--- src/rtl/text_writer.sv ---
// Text-mode writer: turns a byte stream into character writes for an
// 80x30 text RAM, tracking the cursor and a hardware scroll offset.
// Scrolling never moves RAM contents. Instead top_row_o advances, and the
// row that becomes the new bottom line is blanked by a short clear sequence.
module text_writer #(
  parameter int          COLS   = 80,
  parameter int          ROWS   = 30,
  parameter int          ADDR_W = 12,
  parameter logic [7:0]  FILL   = 8'h20
) (
  input  logic              clk_i,
  input  logic              rst_n_i,
  input  logic [7:0]        data_i,
  input  logic              valid_i,
  output logic              ready_o,
  output logic              ram_we_o,
  output logic [ADDR_W-1:0] ram_addr_o,
  output logic [7:0]        ram_data_o,
  output logic [6:0]        cursor_x_o,
  output logic [4:0]        cursor_y_o,
  output logic [4:0]        top_row_o,
  output logic              busy_o
);

  localparam logic [1:0] ST_IDLE       = 2'd0;
  localparam logic [1:0] ST_CLR_LINE   = 2'd1;
  localparam logic [1:0] ST_CLR_SCREEN = 2'd2;

  localparam logic [ADDR_W-1:0] LINE_LAST   = ADDR_W'(COLS - 1);
  localparam logic [ADDR_W-1:0] SCREEN_LAST = ADDR_W'(COLS * ROWS - 1);
  localparam logic [6:0]        X_LAST      = 7'(COLS - 1);
  localparam logic [4:0]        Y_LAST      = 5'(ROWS - 1);

  localparam logic [7:0] CH_BS = 8'h08;
  localparam logic [7:0] CH_LF = 8'h0A;
  localparam logic [7:0] CH_FF = 8'h0C;
  localparam logic [7:0] CH_CR = 8'h0D;

  logic [1:0]        state_q,    state_d;
  logic [ADDR_W-1:0] cnt_q,      cnt_d;
  logic [6:0]        x_q,        x_d;
  logic [4:0]        y_q,        y_d;
  logic [4:0]        top_q,      top_d;
  logic [4:0]        line_row_q, line_row_d;
  logic              ready_q,    ready_d;
  logic              we_q,       we_d;
  logic [ADDR_W-1:0] addr_q,     addr_d;
  logic [7:0]        wdata_q,    wdata_d;

  logic              newline;
  logic [ADDR_W-1:0] cur_addr;

  // (a + b) mod ROWS for operands already in 0..ROWS-1: one conditional
  // subtract is enough, so no divider is needed.
  function automatic logic [4:0] wrap_row(input logic [4:0] a, input logic [4:0] b);
    logic [5:0] sum;
    sum = {1'b0, a} + {1'b0, b};
    if (sum >= 6'(ROWS)) sum = sum - 6'(ROWS);
    return sum[4:0];
  endfunction

  // First RAM address of a physical row. The default 80-column geometry
  // reduces to two shifts and an add (row*64 + row*16).
  function automatic logic [ADDR_W-1:0] row_base(input logic [4:0] row);
    logic [ADDR_W-1:0] r;
    r = ADDR_W'(row);
    if (COLS == 80) return (r << 6) + (r << 4);
    else            return ADDR_W'(int'(row) * COLS);
  endfunction

  // Address of the cell under the cursor, after applying the scroll offset.
  always_comb begin
    cur_addr = row_base(wrap_row(y_q, top_q)) + ADDR_W'(x_q);
  end

  // Next-state logic: byte interpretation in IDLE, write sequencing while clearing.
  always_comb begin
    // NOTE: every signal gets a default before any branch so that no path
    // leaves one unassigned, which would infer a latch.
    state_d    = state_q;
    cnt_d      = cnt_q;
    x_d        = x_q;
    y_d        = y_q;
    top_d      = top_q;
    line_row_d = line_row_q;
    we_d       = 1'b0;
    addr_d     = addr_q;
    wdata_d    = wdata_q;
    newline    = 1'b0;

    case (state_q)
      ST_IDLE: begin
        if (valid_i) begin
          if (data_i >= 8'h20 && data_i <= 8'h7E) begin
            we_d    = 1'b1;
            addr_d  = cur_addr;
            wdata_d = data_i;
            if (x_q < X_LAST) begin
              x_d = x_q + 7'd1;
            end else begin
              x_d     = 7'd0;
              newline = 1'b1;
            end
          end else begin
            case (data_i)
              CH_CR: x_d = 7'd0;
              CH_LF: newline = 1'b1;
              CH_BS: if (x_q != 7'd0) x_d = x_q - 7'd1;
              CH_FF: begin
                state_d = ST_CLR_SCREEN;
                cnt_d   = '0;
              end
              default: ;
            endcase
          end

          // Newline on the last line scrolls: the old top row becomes the
          // new bottom row and is blanked by the CLR_LINE sequence.
          if (newline) begin
            if (y_q < Y_LAST) begin
              y_d = y_q + 5'd1;
            end else begin
              top_d      = wrap_row(top_q, 5'd1);
              line_row_d = top_q;
              state_d    = ST_CLR_LINE;
              cnt_d      = '0;
            end
          end
        end
      end

      ST_CLR_LINE: begin
        we_d    = 1'b1;
        addr_d  = row_base(line_row_q) + cnt_q;
        wdata_d = FILL;
        if (cnt_q == LINE_LAST) begin
          state_d = ST_IDLE;
          cnt_d   = '0;
        end else begin
          cnt_d = cnt_q + 1'b1;
        end
      end

      ST_CLR_SCREEN: begin
        we_d    = 1'b1;
        addr_d  = cnt_q;
        wdata_d = FILL;
        if (cnt_q == SCREEN_LAST) begin
          state_d = ST_IDLE;
          cnt_d   = '0;
          x_d     = 7'd0;
          y_d     = 5'd0;
          top_d   = 5'd0;
        end else begin
          cnt_d = cnt_q + 1'b1;
        end
      end

      default: begin
        state_d = ST_CLR_SCREEN;
        cnt_d   = '0;
      end
    endcase

    ready_d = (state_d == ST_IDLE);
  end

  // State and output registers; reset restarts the full-screen clear.
  always_ff @(posedge clk_i or negedge rst_n_i) begin
    if (!rst_n_i) begin
      state_q    <= ST_CLR_SCREEN;
      cnt_q      <= '0;
      x_q        <= 7'd0;
      y_q        <= 5'd0;
      top_q      <= 5'd0;
      line_row_q <= 5'd0;
      ready_q    <= 1'b0;
      we_q       <= 1'b0;
      addr_q     <= '0;
      wdata_q    <= 8'h00;
    end else begin
      // NOTE: non-blocking assignments so every register samples the
      // pre-edge values, independent of statement order.
      state_q    <= state_d;
      cnt_q      <= cnt_d;
      x_q        <= x_d;
      y_q        <= y_d;
      top_q      <= top_d;
      line_row_q <= line_row_d;
      ready_q    <= ready_d;
      we_q       <= we_d;
      addr_q     <= addr_d;
      wdata_q    <= wdata_d;
    end
  end

  assign ready_o    = ready_q;
  assign busy_o     = ~ready_q;
  assign ram_we_o   = we_q;
  assign ram_addr_o = addr_q;
  assign ram_data_o = wdata_q;
  assign cursor_x_o = x_q;
  assign cursor_y_o = y_q;
  assign top_row_o  = top_q;

  // Cursor and scroll offset always stay inside the screen.
  cursor_in_range: assert property (@(posedge clk_i) disable iff (!rst_n_i)
    (x_q <= X_LAST) && (y_q <= Y_LAST) && (top_q <= Y_LAST));

endmodule

--- config.mk ---
export PLATFORM = sky130hd
export DESIGN_NAME = text_writer
export DESIGN_NICKNAME = d
export VERILOG_FILES = /design/src/rtl/text_writer.sv
export SDC_FILE = /design/constraint.sdc
export NUM_CORES = 1
export LEC_CHECK = 0
export BUFFER_PORTS_ARGS = -buffer_cell sky130_fd_sc_hd__buf_2
export CAP_MARGIN = 40
export CORE_AREA = 2 2 112 125
export DETAILED_ROUTE_END_ITERATION = 12
export DIE_AREA = 0 0 114 127
export PLACE_DENSITY = 0.57
export SLEW_MARGIN = 25
export SYNTH_ARGS = -nofsm -noshare
export SYNTH_HDL_FRONTEND = slang
export SYNTH_SLANG_ARGS = --single-unit
--- constraint.sdc ---
create_clock -name clk_i -period 9.65 [get_ports clk_i]
set_input_delay 0.965 -clock clk_i [delete_from_list [all_inputs] [get_ports clk_i]]
set_output_delay 0.965 -clock clk_i [all_outputs]
set_load 0.05 [all_outputs]
==> results of run 1 <==
-- worst max-delay path by stage --
stage | cells after the start | slack [ps] | to | start
5_1_grt | 18 | 4880 | ram_addr_o[10] | top_row_o[0]
3_5_place_dp | 18 | 5260 | ram_addr_o[10] | top_row_o[0]
3_3_place_gp | 18 | 5510 | ram_addr_o[10] | top_row_o[0]
2_1_floorplan | 20 | 5380 | ram_addr_o[11] | top_row_o[0]
6_report | 18 | 5230 | ram_addr_o[10] | top_row_o[0]
4_1_cts | 18 | 5190 | ram_addr_o[10] | top_row_o[0]
-- cell families after synthesis --
group | after synthesis | share of synthesized area (%)
AO/OA/AOI/OAI | 166 | 24.1
XOR/XNOR | 24 | 4.65
adder cells (fa/ha/maj) | 41 | 12.0
buffers and inverters | 47 | 4.37
flip-flops | 58 | 32.1
multiplexers | 10 | 2.44
AND/OR/NAND/NOR | 185 | 20.3
-- layout make-up --
class / count / area, µm² / share of cell area (%)
multi-input combinational: 426 / 2870 / 54.8
sequential: 58 / 1450 / 27.7
timing repair buffer: 55 / 312 / 5.95
clock buffer: 10 / 239 / 4.56
tap: 161 / 201 / 3.85
inverter: 22 / 82.6 / 1.58
clock inverter: 5 / 78.8 / 1.51
-- worst max-delay path, cell delays in order (launching register included) --
cell,delay (ps)
dfrtp_1,490
ha_1,220
inv_1,60
fa_1,400
nand2b_1,160
a21oi_1,310
mux2i_1,250
o32ai_1,100
a221o_1,380
mux2i_2,380
xnor2_1,190
ha_1,270
a21o_1,180
a21oi_1,270
o21bai_1,100
a21oi_1,170
xor2_1,150
o21ai_0,80
o21ai_0,170
-- per-layer routing --
metal / track usage (%) / part of all wire [%] / up-vias
met2: 29.2 / 50 / 91
met5: 0 / 0 / -
met1: 21.8 / 43 / 1923
met3: 4.03 / 5.2 / 6
li1: - / - / 2011
met4: 4.81 / 0.87 / 0
-- sequential cells by signal, summed over array words and instances (netlist names) --
name and cells:
top_row_o 5, state_q 2, line_row_q 5, cursor_y_o 5, ready_o 1, ram_we_o 1, cursor_x_o 7, ram_data_o 8
ram_addr_o 12, cnt_q 12
-- cells in the mapped netlist, types with 3 or more instances --
| master | n |
|---|---|
| fa_1 | 4 |
| o21ai_0 | 52 |
| a21oi_1 | 34 |
| nor2b_1 | 5 |
| clkbuf_1 | 19 |
| nand2b_1 | 6 |
| nand3_1 | 16 |
| o21a_1 | 3 |
| ha_1 | 37 |
| mux2i_1 | 4 |
| a22o_1 | 4 |
| a22oi_1 | 5 |
| nand2_1 | 68 |
| o21bai_1 | 4 |
| inv_1 | 22 |
| a31oi_1 | 3 |
| nor3b_1 | 8 |
| or2_2 | 4 |
| o31ai_1 | 8 |
| a211oi_1 | 4 |
| mux2_2 | 5 |
| a221oi_1 | 10 |
| nor3_1 | 12 |
| xnor2_1 | 12 |
| a211o_1 | 3 |
| and4_1 | 4 |
| and3_1 | 11 |
| nor2_1 | 36 |
| dfrtp_1 | 57 |
| a21o_1 | 14 |
| o31a_1 | 3 |
| xor2_1 | 12 |
-- where the power goes --
group	total [W]	internal, W	switching, W
Combinational	0.0000147	0.00000450	0.0000102
Sequential	0.000244	0.000244	0.000000150
Clock	0.000347	0.000231	0.000116
Total	0.000605	0.000479	0.000126
-- stage by stage --
step | hold WS, ps | util [%] | cell area [µm²]
2_1_floorplan | 514 | - | 4520
3_3_place_gp | 459 | 37.2 | 4870
3_5_place_dp | 471 | 37.2 | 4870
4_1_cts | 483 | 39.6 | 5190
5_1_grt | 518 | 40.0 | 5240
6_report | 478 | 40.0 | 5240
==> results.py, run 1 <==
metrics = {
    "run_status": {
        "status": "finished, final reports clean",
    },
    "setup_path": {
        "crit_arrival_ps": 4660,
        "reg2reg_slack_ps": 5230,
        "ff2ff_path_depth": 18,
        "cp.required_ps": 9890,
        "path_class": "reg2reg",
        "worstSetupStartpointType": "register",
        "end_kind": "register",
        "r2r_start": "top_row_o[0]",
        "path_max_fanout": 9,
        "reg2reg_to": "ram_addr_o[10]",
    },
    "run": {
        "drv_cap": 0,
    },
    "placement": {
        "place_congestion": 0.890,
        "dp_hpwl_um": 8740,
        "dp_cells": 719,
        "port-buffer-count": 50,
        "place_ws_ps": 5260,
    },
    "sta": {
        "finalHoldViolCount": 0,
        "drv_slew": 0,
        "relSlewSlack_pct": 50.9,
        "fmax_mhz": 226,
        "tns_ps": 0,
        "fin_crit_ps": 4420,
        "setup_slack_ps": 5230,
        "setup_viol": 0,
        "finalCritPeriodShare_pct": 45.8,
        "grt_setup_unrepaired": "false",
        "clock_skew_ps": 6.29,
        "max_slew.worst_pin.slew_ps": 737,
    },
    "die": {
        "core_area_um2": 13100,
        "io_pins": 51,
        "die_w_um": 114,
        "num_rows": 44,
        "fp.dieArea_um2": 14500,
        "start_util_pct": 34.5,
        "die_y_um": 127,
    },
    "yosys": {
        "syn_area_per_cell_um2": 8.51,
        "synth_top_cell_by_area": "dfrtp_1",
        "ys_ff_latch": 58,
        "synth.top_cell.area_share_pct": 31.6,
        "synthFlopType": "dfrtp_1",
        "synthTopCellsByArea": "dfrtp_1 (32%), ha_1 (10%), o21ai_0 (5.8%), nand2_1 (5.6%), a21oi_1 (3.8%)",
        "yosysWarnings": 0,
        "synth_cells": 531,
        "syn_area_um2": 4520,
        "synth_cell_types": 66,
        "synth.yosys.seq_area_share_pct": 32.1,
        "syn_nets": 583,
        "synth_edf_count": 0,
        "synth-async-reset-ratio_pct": 100,
    },
    "cells_and_area": {
        "drive_gt1_share_pct": 15.8,
        "final_nets": 624,
        "final_cell_mix": "nand2_1 (68), dfrtp_1 (57), o21ai_0 (51)",
        "syn_to_final_growth_pct": 15.8,
        "fill_cells": 1365,
        "fin_cells": 737,
        "diodes": 0,
        "layout_commonest_cell": "nand2_1",
    },
    "worst_hold_path": {
        "holdCritStartpoint": "ram_data_o[4]",
        "whs_path_depth": 2,
        "holdPathEnd": "ram_data_o[4]",
        "hp-class": "reg2reg",
    },
    "clock_tree": {
        "cts_tree": "built",
        "h-tree-depth": 3,
        "cts.repair.resized": 0,
        "clkSinkCount": 58,
        "ctsHoldBuffers": 0,
        "numCtsBuffers": 9,
        "path_clk_slew_ps": 60,
        "cts-root-buf": "clkbuf_16",
        "postCtsSetupRepairBufs": 0,
        "clk_latency_ps": 330,
        "clk_path_buf_depth": 2,
    },
    "drt": {
        "drt-pass1-iter-count": 4,
        "wl_um": 11900,
        "final_antenna_net_count": 0,
        "vias_per_cell": 5.47,
        "drt_iter0_markers": 254,
        "wl_per_cell_um": 16.1,
        "num_vias": 4031,
        "drc_errors": 0,
    },
    "global_routing": {
        "grt_pass1_wl_um": 19900,
        "track_usage_pct": 17.2,
        "grt_max_degree": 59,
        "grt_pass1_vias": 3926,
        "antenna_found_initial": 0,
        "grt_overflow": 0,
    },
    "power": {
        "max-vdd-ir-drop_uv": 53.5,
        "p_total_w": 0.000605,
        "p_leak_nw": 2.53,
        "power_per_cell_area_nw_per_um2": 116,
    },
}
Power figures use the tool's default switching activity.
==> run 2: changes to the inputs <==
--- a/config.mk
+++ b/config.mk
@@ -5,12 +5,13 @@
 export SDC_FILE = /design/constraint.sdc
 export NUM_CORES = 1
 export LEC_CHECK = 0
+export ABC_AREA = 1
 export BUFFER_PORTS_ARGS = -buffer_cell sky130_fd_sc_hd__buf_2
 export CAP_MARGIN = 40
-export CORE_AREA = 2 2 112 125
+export CORE_AREA = 2 2 114 127
 export DETAILED_ROUTE_END_ITERATION = 12
-export DIE_AREA = 0 0 114 127
-export PLACE_DENSITY = 0.57
+export DIE_AREA = 0 0 116 129
+export PLACE_DENSITY = 0.59
 export SLEW_MARGIN = 25
 export SYNTH_ARGS = -nofsm -noshare
 export SYNTH_HDL_FRONTEND = slang
==> constraint.sdc (replaced) <==
create_clock -name clk_i -period 3.6 [get_ports clk_i]
set_input_delay 0.36 -clock clk_i [delete_from_list [all_inputs] [get_ports clk_i]]
set_output_delay 0.36 -clock clk_i [all_outputs]
set_load 0.05 [all_outputs]
==> run 2 against run 1 <==
Clock power grew to 2.6 times the previous value. Count of clock-buffer cells in the layout is 1 higher. Final cell count rose by 23%. Largest cell class unchanged. Area after synthesis is 4.0% higher. Wire length is 5.2% higher. Setup slack got worse by 4900 ps. Utilization is 1.1 points higher. Sequential share of layout area shrank 1.8 points.
==> results.py, run 2 <==
metrics = {
    "setup_path": {
        "crit_slowest_cell": "fa_1",
        "path_cells": "ha_1 > inv_1 > fa_1 > nor2_2 > nand4_4 > nand2_4 > nand2_1 > xor2_2 > ha_4 > ha_4 > a21oi_1 > nand2_1 > nand2_1 > nand2_1 > nand2_1 > nand2_1 > nand3_1 > nand3_1 > a21oi_1",
        "cp.required_ps": 3860,
        "end_kind": "register",
        "path_class": "reg2reg",
        "max_stage_delay_ps": 440,
        "cpMostUsedCell": "nand2_1",
        "path_max_fanout": 5,
        "worst-path-buf-inv": 1,
        "worstSetupStartpointType": "register",
        "critPathTopFamily": "adder cells",
        "crit_arrival_ps": 3530,
    },
    "sta": {
        "finalHoldViolCount": 0,
        "relSlewSlack_pct": 59.3,
        "clock_skew_ps": 11.2,
        "drv_slew": 0,
        "timing.hold.ws_ps": 301,
        "fin_crit_ps": 3280,
        "fmax_mhz": 305,
        "finalCritPeriodShare_pct": 91.0,
        "setup_viol": 0,
        "max_slew.worst_pin.slew_ps": 609,
    },
    "cells_and_area": {
        "layout_commonest_cell": "nand2_1",
        "diodes": 0,
        "drive_gt1_share_pct": 16.5,
        "final_nets": 771,
        "syn_to_final_growth_pct": 19.0,
        "final_cell_mix": "nand2_1 (191), inv_1 (79), nand3_1 (57)",
    },
    "run_status": {
        "status": "finished, final reports clean",
    },
    "yosys": {
        "synth_top_cell_by_area": "dfrtp_1",
        "synth.top_cell.area_share_pct": 30.3,
        "yosysMostFrequentCell": "nand2_1",
        "synthTopCellsByArea": "dfrtp_1 (30%), nand2_1 (15%), ha_1 (9.8%), inv_1 (6.3%), nand3_1 (6.1%)",
        "ys_ff_latch": 58,
        "syn_area_um2": 4700,
        "syn_nets": 714,
        "synthFlopType": "dfrtp_1",
        "synth-async-reset-ratio_pct": 100,
        "synth_edf_count": 0,
        "synth_cell_types": 46,
        "synth_commonest_cells": "nand2_1 (192), inv_1 (79), dfrtp_1 (57), nand3_1 (57), o21ai_0 (41)",
        "synth.yosys.seq_area_share_pct": 30.9,
        "yosysWarnings": 0,
        "syn_area_per_cell_um2": 7.10,
        "synth_cells": 662,
    },
    "global_routing": {
        "grt_pass1_wl_um": 20800,
        "grt_overflow": 0,
        "grt_max_degree": 23,
        "antenna_found_initial": 0,
        "track_usage_pct": 17.7,
        "grt_pass1_vias": 4166,
    },
    "clock_tree": {
        "clk_path_buf_depth": 2,
        "path_clk_slew_ps": 50,
        "h-tree-depth": 3,
        "cts-root-buf": "clkbuf_16",
        "clk_latency_ps": 330,
        "numCtsBuffers": 9,
        "clkSinkCount": 58,
        "cts_tree": "built",
    },
    "drt": {
        "drt_iter0_markers": 251,
        "wl_um": 12500,
        "num_vias": 4454,
        "drt-pass1-iter-count": 5,
        "drc_errors": 0,
        "final_antenna_net_count": 0,
        "wl_per_cell_um": 13.7,
        "vias_per_cell": 4.89,
    },
    "placement": {
        "place_congestion": 0.841,
        "dp_hpwl_um": 9290,
        "port-buffer-count": 50,
    },
    "run": {
        "drv_cap": 0,
    },
    "die": {
        "core_area_um2": 13600,
        "start_util_pct": 34.5,
        "die_w_um": 116,
        "num_rows": 45,
        "fp.dieArea_um2": 15000,
        "io_pins": 51,
        "die_y_um": 129,
    },
    "power": {
        "p_leak_nw": 2.94,
        "power_per_cell_area_nw_per_um2": 817,
        "p_total_w": 0.00457,
        "max-vdd-ir-drop_uv": 517,
    },
    "worst_hold_path": {
        "hp-class": "in2reg",
    },
}
==> run 2: kinds of logic (layout without fill, tap and decap cells) <==
group | count (synthesis) | count (layout) | synth area share, %
and+or+nand+nor | 338 | 338 | 32.7
AOI/OAI and AO/OA | 107 | 107 | 12.8
buffers and inverters | 99 | 159 | 8.52
DFF | 58 | 58 | 30.9
adders and majority gates | 41 | 41 | 11.6
xor gates and xnor gates | 19 | 19 | 3.54
==> run 2: final timing paths <==
| check | start | endpoint | slack, ps | cells past startpoint |
|---|---|---|---|---|
| setup / recovery | top_row_o[0] | ram_addr_o[10] | 320 | 19 |
| hold / removal | data_i[2] | ram_data_o[2] | 300 | 2 |
| setup reg to reg | top_row_o[0] | ram_addr_o[10] | 320 | 19 |
| hold reg to reg | ram_addr_o[6] | ram_addr_o[6] | 470 | 2 |
| max in group asynchronous | rst_n_i | cnt_q[11] | 2400 | 3 |
| min in group asynchronous | rst_n_i | cursor_x_o[6] | 520 | 2 |
==> run 2: metal layers <==
metal,track usage (%),wire (µm),part of all wire (%),vias up
met4,5.18,159,1.3,0
li1,-,-,-,2290
met1,24.9,5990,48,2054
met2,28.2,5810,46,95
met3,2.97,552,4.4,15
met5,0,0,0,-
==> run 2: timing repair <==
| item | in CTS | in global routing |
|---|---|---|
| buffers inserted | 0 | 1 |
| setup endpoints to repair | 0 | 4 |
| gates resized for setup | 0 | 12 |
| endpoints found under the hold margin | 16 | 0 |
| hold buffers | 1 | 0 |
==> run 2: where the power goes <==
group	switching (W)	internal (W)
logic	0.00179	0.000780
clock network	0.000301	0.000615
registers	0.000220	0.000865
total	0.00231	0.00226
==> run 2: cell type report <==
| class | count | area (µm²) |
|---|---|---|
| Tap cell | 188 | 235 |
| Timing Repair Buffer | 63 | 370 |
| Sequential cell | 58 | 1450 |
| Fill cell | 1447 | 8030 |
| Inverter | 82 | 308 |
| Clock inverter | 3 | 65.1 |
| Clock buffer | 11 | 243 |
| Multi-Input combinational cell | 505 | 2920 |
==> run 2: per-stage QoR <==
stage	instances	TNS (ps)	worst slack (ps)	instance area (µm²)	util (%)
detailed placement	893	0	231	5190	38.1
global placement	892	0	282	5160	37.9
floorplan	662	0	16.0	4700	-
global route	910	-37.1	-37.1	5600	41.1
finish	910	0	325	5600	41.1
CTS	908	0	184	5510	40.4
